--- src/rtl/tx_arbiter.sv ---
// tx_arbiter: shares one serial TX channel between the instruction
// scheduler (SC) and the instruction prefetcher (PF). SC has priority, a
// grant lasts one transaction, and the owner of an outstanding RX reply is
// remembered so reply data can be steered back to the right requester.
module tx_arbiter #(
   parameter int NSHIFT   = 2,
   parameter int CMD_BITS = 2
) (
   input  logic                clk,
   input  logic                reset,
   // scheduler side
   input  logic                sc_reserve,
   input  logic                sc_valid,
   input  logic [CMD_BITS-1:0] sc_command,
   input  logic                sc_reply_wanted,
   input  logic [NSHIFT-1:0]   sc_data,
   output logic                sc_started,
   output logic                sc_data_next,
   output logic                sc_done,
   // prefetcher side
   input  logic                pf_valid,
   input  logic [CMD_BITS-1:0] pf_command,
   input  logic                pf_reply_wanted,
   input  logic [NSHIFT-1:0]   pf_data,
   output logic                pf_started,
   output logic                pf_data_next,
   output logic                pf_done,
   // TX engine side
   output logic                tx_command_valid,
   output logic [CMD_BITS-1:0] tx_command,
   output logic                tx_reply_wanted,
   output logic [NSHIFT-1:0]   tx_data,
   input  logic                tx_command_started,
   input  logic                tx_data_next,
   input  logic                tx_done,
   // reply tracking
   input  logic                rx_done,
   output logic                reply_pending,
   output logic                reply_owner
);

   localparam logic [1:0] IDLE     = 2'd0;
   localparam logic [1:0] GRANT_SC = 2'd1;
   localparam logic [1:0] GRANT_PF = 2'd2;

   logic [1:0] state_q, state_d;
   logic       reply_pending_q, reply_pending_d;
   logic       reply_owner_q, reply_owner_d;
   logic       sc_free_s, pf_free_s, start_ok_s;

   // A requester can use the channel unless it wants a reply while one is already outstanding.
   assign sc_free_s = ~reply_pending_q | ~sc_reply_wanted;
   assign pf_free_s = ~reply_pending_q | ~pf_reply_wanted;

   // A start strobe without a valid command is a protocol error and is dropped.
   assign start_ok_s = tx_command_started & tx_command_valid;

   assign reply_pending = reply_pending_q;
   assign reply_owner   = reply_owner_q;

   // Route the grantee's command/payload to the TX engine and its strobes back; everything else reads 0.
   always_comb begin
      tx_command_valid = 1'b0;
      tx_command       = {CMD_BITS{1'b0}};
      tx_reply_wanted  = 1'b0;
      tx_data          = {NSHIFT{1'b0}};
      sc_started       = 1'b0;
      sc_data_next     = 1'b0;
      sc_done          = 1'b0;
      pf_started       = 1'b0;
      pf_data_next     = 1'b0;
      pf_done          = 1'b0;
      case (state_q)
         GRANT_SC: begin
            tx_command_valid = sc_valid;
            tx_command       = sc_command;
            tx_reply_wanted  = sc_reply_wanted;
            tx_data          = sc_data;
            sc_started       = tx_command_started & sc_valid;
            sc_data_next     = tx_data_next;
            sc_done          = tx_done;
         end
         GRANT_PF: begin
            tx_command_valid = pf_valid;
            tx_command       = pf_command;
            tx_reply_wanted  = pf_reply_wanted;
            tx_data          = pf_data;
            pf_started       = tx_command_started & pf_valid;
            pf_data_next     = tx_data_next;
            pf_done          = tx_done;
         end
         default: begin
            tx_command_valid = 1'b0;
         end
      endcase
   end

   // Arbitration: SC first, PF only when SC is neither requesting nor reserving; release on tx_done.
   always_comb begin
      state_d = state_q;
      case (state_q)
         IDLE: begin
            if (sc_valid && sc_free_s) begin
               state_d = GRANT_SC;
            end else if (pf_valid && !sc_valid && !sc_reserve && pf_free_s) begin
               state_d = GRANT_PF;
            end else begin
               state_d = IDLE;
            end
         end
         GRANT_SC, GRANT_PF: begin
            if (tx_done) begin
               state_d = IDLE;
            end else begin
               state_d = state_q;
            end
         end
         default: begin
            state_d = IDLE;
         end
      endcase
   end

   // Reply tracking: an accepted reply-wanting command sets pending (beating a same-cycle rx_done).
   always_comb begin
      reply_pending_d = reply_pending_q;
      reply_owner_d   = reply_owner_q;
      if (start_ok_s && tx_reply_wanted) begin
         reply_pending_d = 1'b1;
         reply_owner_d   = (state_q == GRANT_SC);
      end else if (rx_done) begin
         reply_pending_d = 1'b0;
      end else begin
         reply_pending_d = reply_pending_q;
      end
   end

   // State registers; reset drops any grant without a done pulse.
   always_ff @(posedge clk) begin
      if (reset) begin
         state_q         <= IDLE;
         reply_pending_q <= 1'b0;
         reply_owner_q   <= 1'b0;
      end else begin
         state_q         <= state_d;
         reply_pending_q <= reply_pending_d;
         reply_owner_q   <= reply_owner_d;
      end
   end

endmodule

--- config.mk ---
export PLATFORM = sky130hd
export DESIGN_NAME = tx_arbiter
export DESIGN_NICKNAME = d
export VERILOG_FILES = /design/src/rtl/tx_arbiter.sv
export SDC_FILE = /design/constraint.sdc
export NUM_CORES = 1
export LEC_CHECK = 0
export ABC_AREA = 1
export CORE_MARGIN = 2
export CORE_UTILIZATION = 32
export CTS_CLUSTER_SIZE = 40
export DETAILED_ROUTE_END_ITERATION = 6
export PLACE_DENSITY = 0.77
export SLEW_MARGIN = 20
export SYNTH_ARGS = -nofsm -noshare
export SYNTH_HDL_FRONTEND = slang
export SYNTH_SLANG_ARGS = --single-unit
--- constraint.sdc ---
create_clock -name clk -period 1.93 [get_ports clk]
set_clock_uncertainty 0.2 [all_clocks]
set_input_delay 0.193 -clock clk [delete_from_list [all_inputs] [get_ports clk]]
set_output_delay 0.193 -clock clk [all_outputs]
set_load 0.1 [all_outputs]
==> metrics.md, run 1 <==
| Metric | Value |
|---|---|
| Initial Utilization | 33.5% |
| Post-synth top cells | nand2_1, inv_1, nor2_1 |
| Post-synth ARST share | 0% |
| Worst setup SP type | flop |
| Outcome | finished, final reports clean |
| Clock sinks | 4 |
| DP HPWL | 1.04 mm |
| CP arrival | 1.49 ns |
| FMAX | 532 MHz |
| Clock-pin slew on the worst setup and hold paths | 0.04 ns |
| CP Max Fanout | 5 |
| Yosys top cell area share | 20.9% |
| Power consumption | 0.362 mW |
| Post-layout net count | 133 |
| Routed Antenna Nets | 0 |
| Distinct cells, synth | 15 |
| Min Tclk post-route | 1.88 ns |
| Cts bufs inserted | 3 |
| Total gr overflow | 0 |
| Clock Path Buffers | 2 |
| Mean Syn Cell Area | 5.66 sq um |
| Sequential share of power | 24.1% |
| Register area share after synthesis | 18.6% |
| Routed len/inst | 9.73 um |
| Tot GR Track Use | 16.6% |
| Cell Pwr Density | 389 mW/mm^2 |
| Post-CTS resize count | 2 |
| Max Cap Viol | 0 |
| Port Buf Inserts | 32 |
| Synth Instances | 76 |
| Post-Synthesis Cell Area | 430 sq um |
| Slew headroom | 81.5% |
| Die Y | 40.7 um |
| WS Path Type | flop to output port |
| Slew of the pin with the lowest slew margin | 0.279 ns |
| Die area | 0.00165 sq mm |
| Placer Congestion | 0.799 |
| ANT cells | 0 |
| CP cell instances | inv_1 -> ha_2 -> inv_2 -> a21oi_2 -> buf_12 |
| Slowest stage delay, CP | 0.38 ns |
| Core Region | 0.00128 sq mm |
| Crit share post-route | 97.5% |
| H-tree levels | 1 |
| Layout cell share with drive strength beyond 1 | 34.9% |
| Pint | 0.230 mW |
| VDD IR-drop max | 0.273 mV |
| Vias in the first global route | 483 |
| Clock network fraction of total power | 27.9% |
| Avg Vias per Cell | 4.35 |
| WP data required | 1.54 ns |
| Net Sw Frac | 36.5% |
| Register bit total from synthesis | 4 |
| Vias | 540 |
| Worst-Skew Late Latency | 0.23 ns |
| # setup viols final | 0 |
| Yosys warning count | 0 |
| Worst min-delay path category | flop to flop |
| Die Wd | 40.7 um |
| Top_reg_cell synth | dfxtp_1 |
| Syn-to-layout area delta | 117% |
| Syn_nets | 98 |
| Final-report max-slew violation count | 0 |
| DRT iter0 DRCs | 5 |
| Global-route wire length before repair | 1.87 mm |
| Number of flops mapped to enable cells by yosys | 0 |
| Final Util | 72.5% |
| Slowest library cell on the worst path | ha_2 |
| Count leader, synth | nand2_1 |
| Net switching power | 0.132 mW |
| Synth area leader | nand2_1 |
| Critical Path End Type | output port |
| CTS tree | done |
| Worst slack at placement | 0.238 ns |
| Min Hold Slack | 0.293 ns |
| Cts-stage hold buffer count | 0 |
| Routed wire length | 1.21 mm |
| Row count | 13 |
| Post-CTS Setup Inserts | 0 |
| P_leak | 0.421 nW |
| Min setup slack post-route | 0.0492 ns |
| Root buf cell | clkbuf_4 |
| RSZ-0062 raised after global routing | true |
| Final Hold Viols | 0 |
| Drt pass-1 iters | 2 |
| Initial antenna violation count | 0 |
| Largest net degree at the start of global routing | 11 |
| DRC Markers | 0 |
| Synth area leaders | nand2_1, dfxtp_1, inv_1 |
| Logic pwr share | 48.0% |
| # IOs | 33 |
[critical path: cells and delay by family (launching register included)]
family                     cells  cell delay [ns]
AOI/OAI and AO/OA              1             0.17
adders and majority gates      1             0.38
buffers and inverters          3             0.36
DFF                            1             0.34
[path summary, 6_finish.rpt]
kind / cells past startpoint / start / slack, ns / to
max: 5 / state_q[0] / 0.05 / tx_command[0]
max reg2reg: 7 / state_q[0] / 0.48 / state_q[1]
min reg2reg: 2 / reply_owner / 0.29 / reply_owner
min: 2 / reply_owner / 0.29 / reply_owner
[state kept, by name (all words and copies together) (netlist names)]
register,flops
reply_owner,1
reply_pending,1
state_q,2
[metrics by stage]
| stage | area, sq um | instances | TNS, ns |
|---|---|---|---|
| final | 932 | 124 | 0 |
| after global routing | 932 | 124 | -0.0775 |
| after CTS | 930 | 124 | 0 |
| after detailed placement | 902 | 121 | 0 |
| after global placement | 902 | 121 | 0 |
| after floorplan | 454 | 76 | -0.660 |
[layer usage]
metal	up-vias	global-route usage (%)	part of all wire [%]	wire, um
li1	292	-	-	-
met3	0	3.26	10	121
met2	25	28.6	48	583
met5	-	0	0	0
met1	223	19.7	42	502
met4	0	7.50	0	0
[logic make-up after synthesis]
group | share of synthesized area, %
adder cells (fa/ha/maj) | 8.72
flip-flops | 18.6
AND/OR/NAND/NOR | 44.8
AO/OA/AOI/OAI | 9.59
buffers and inverters | 18.3
[power groups by stage]
stage,clock network (mW),registers (mW),logic [mW]
floorplan,0,0.0886,0.0960
global placement,0,0.0882,0.171
detailed placement,0,0.0883,0.173
CTS,0.107,0.0871,0.175
global route,0.109,0.0874,0.186
finish,0.101,0.0872,0.174
[cells in the final DEF (no fill, tap or decap)]
cell type	n
nand4_1	1
clkbuf_4	3
dfxtp_1	4
o21a_1	1
inv_1	13
nand2_1	24
nand2_2	7
buf_12	13
nor2_4	1
nand3_1	2
nor2_2	1
clkdlybuf4s50_1	18
buf_4	1
inv_2	3
ha_2	3
nor2_1	8
a21oi_2	6
[final cells by class]
| class | instances | area, sq um |
|---|---|---|
| timing repair buffer | 32 | 448 |
| fill | 101 | 353 |
| multi-input combinational | 54 | 303 |
| sequential | 4 | 80.1 |
| inverter | 16 | 60.1 |
| clock buffer | 3 | 22.5 |
| tap | 15 | 18.8 |
Power figures use the tool's default switching activity.
==> inputs of run 2 (changes only) <==
==> constraint.sdc (replaced) <==
create_clock -name clk -period 1.95 [get_ports clk]
set_clock_uncertainty 0.2 [all_clocks]
set_input_delay 0.195 -clock clk [delete_from_list [all_inputs] [get_ports clk]]
set_output_delay 0.195 -clock clk [all_outputs]
set_load 0.1 [all_outputs]
==> run 2 against run 1 <==
  * First-iteration DRC count increased by 40%
  * Via count increased by 4.8%
  * Final cell count unchanged
  * Wire length increased by 11%
  * Global-route usage increased by 0.98 points
  * Sequential share of layout area decreased by 0.29 points
  * Count of clock-buffer cells in the layout unchanged
  * Clock power decreased by 5%
  * Total power increased by 1.4%
  * Combinational power increased by 5%
==> metrics.md, run 2 (synthesized netlist as in run 1, its figures left out) <==
| Metric | Value |
|---|---|
| Die area | 0.00165 sq mm |
| FF-to-FF path depth | 8 |
| Drt pass-1 iters | 2 |
| Total gr overflow | 0 |
| Slowest stage delay, CP | 0.42 ns |
| Worst setup SP type | flop |
| Routed Antenna Nets | 0 |
| VDD IR-drop max | 0.324 mV |
| Outcome | finished, final reports clean |
| DRC Markers | 0 |
| Final Util | 75.1% |
| Setup_tns | 0 ns |
| Routed len/inst | 10.8 um |
| Most common cell after layout, fill and taps aside | nand2_1 |
| Min Hold Slack | 0.312 ns |
| Slew headroom | 81.6% |
| Placed cells | 121 |
| Hold Path Origin | reply_owner |
| Core Region | 0.00128 sq mm |
| Global-route wire length before repair | 1.98 mm |
| Fill count | 99 |
| Largest register by flop count | state_q |
| Crit share post-route | 97.5% |
| Worst min-delay path category | flop to flop |
| Port Buf Inserts | 32 |
| CP Max Fanout | 5 |
| R2R Path End | reply_pending |
| Slowest library cell on the worst path | dfxtp_1 |
| Die Wd | 40.7 um |
| Vias in the first global route | 485 |
| Min Tclk post-route | 1.90 ns |
| Layout cell share with drive strength beyond 1 | 36.7% |
| Max Cap Viol | 0 |
| # setup viols final | 0 |
| WP data required | 1.55 ns |
| Slew of the pin with the lowest slew margin | 0.279 ns |
| Routed wire length | 1.34 mm |
| Final-report max-slew violation count | 0 |
| Design area | 965 sq um |
| DRT iter0 DRCs | 7 |
| Worst-Skew Late Latency | 0.22 ns |
| FMAX | 526 MHz |
| Min setup slack post-route | 0.0494 ns |
| Most frequent CP cell | inv_2 |
| CP arrival | 1.51 ns |
| Commonest cells after routing, fill and taps aside | nand2_1, clkdlybuf4s50_1, buf_12, inv_1, nor2_1 |
| Initial antenna violation count | 0 |
| Hold Path Sink | reply_owner |
| Tot GR Track Use | 17.6% |
| CP cell instances | inv_2 -> ha_4 -> inv_2 -> a21oi_2 -> buf_12 |
| Clock sinks | 4 |
| Die Y | 40.7 um |
| Worst slack at placement | 0.258 ns |
| Placer Congestion | 0.785 |
| Post-Layout Cell Count | 124 |
| Max FFs per register | 2 |
| Reg2reg setup slack | 0.46 ns |
| DP HPWL | 1.12 mm |
| Initial Utilization | 33.5% |
| Cell Pwr Density | 381 mW/mm^2 |
| Clock-pin slew on the worst setup and hold paths | 0.04 ns |
| CTS tree | done |
| Critical Path End Type | output port |
| # IOs | 33 |
| Root buf cell | clkbuf_4 |
| Row count | 13 |
| Hold path depth | 2 |
| P_leak | 0.425 nW |
| WS Path Type | flop to output port |
| ANT cells | 0 |
| H-tree levels | 1 |
| Placed Area | 890 sq um |
| Final Hold Viols | 0 |
| Worst r2r src | state_q[0] |
| Largest net degree at the start of global routing | 11 |
| Clock Path Buffers | 2 |
| Post-layout net count | 133 |
| Cts-stage hold buffer count | 0 |
| Vias | 566 |
| Power consumption | 0.367 mW |
| Syn-to-layout area delta | 124% |
| Avg Vias per Cell | 4.56 |
| Cts bufs inserted | 3 |
run 2: cell counts in the layout (fill, tap and decap cells not counted):
No cell type changed its count.
run 2: layout make-up:
type,instances,area [sq um],share of cell area (%)
well taps,15,18.8,1.95
clock buffers,3,22.5,2.33
multi-input cells,54,348,36.1
inverters,16,60.1,6.23
flip-flops and latches,4,80.1,8.30
repair buffers,32,435,45.1
run 2: power breakdown:
group          switching (mW)  total (mW)  internal, mW
Combinational           0.103       0.183        0.0799
Sequential            0.00335      0.0880        0.0847
Clock                  0.0275      0.0959        0.0684
Total                   0.134       0.367         0.233
run 2: metal layers:
| layer | up-vias | global-route usage [%] | routed length [um] |
|---|---|---|---|
| li1 | 292 | - | - |
| met5 | - | 0 | 0 |
| met4 | 0 | 5.83 | 0 |
| met2 | 27 | 31.0 | 669 |
| met1 | 247 | 20.8 | 533 |
| met3 | 0 | 3.80 | 138 |
run 2: timing repair:
item / 4_1_cts / 5_1_grt
resized for setup: 0 / 10
setup buffers: 0 / 0
setup endpoints to repair: 0 / 6
run 2: how the worst max path moves through the flow:
stage                    start             to  slack, ns  cells past startpoint
floorplan           state_q[0]  tx_command[0]      -0.11                      4
global placement    state_q[1]  tx_command[0]       0.27                      5
detailed placement  state_q[1]     tx_data[0]       0.26                      5
CTS                 state_q[1]     tx_data[0]       0.01                      5
global route        state_q[0]     tx_data[1]      -0.03                      5
finish              state_q[0]     tx_data[1]       0.05                      5
run 2: critical path, delay by kind of cell (launching register included):
family,cells,cell delay (ns)
buffers and inverters,3,0.39
DFF,1,0.42
adders and majority gates,1,0.30
AOI/OAI and AO/OA,1,0.17
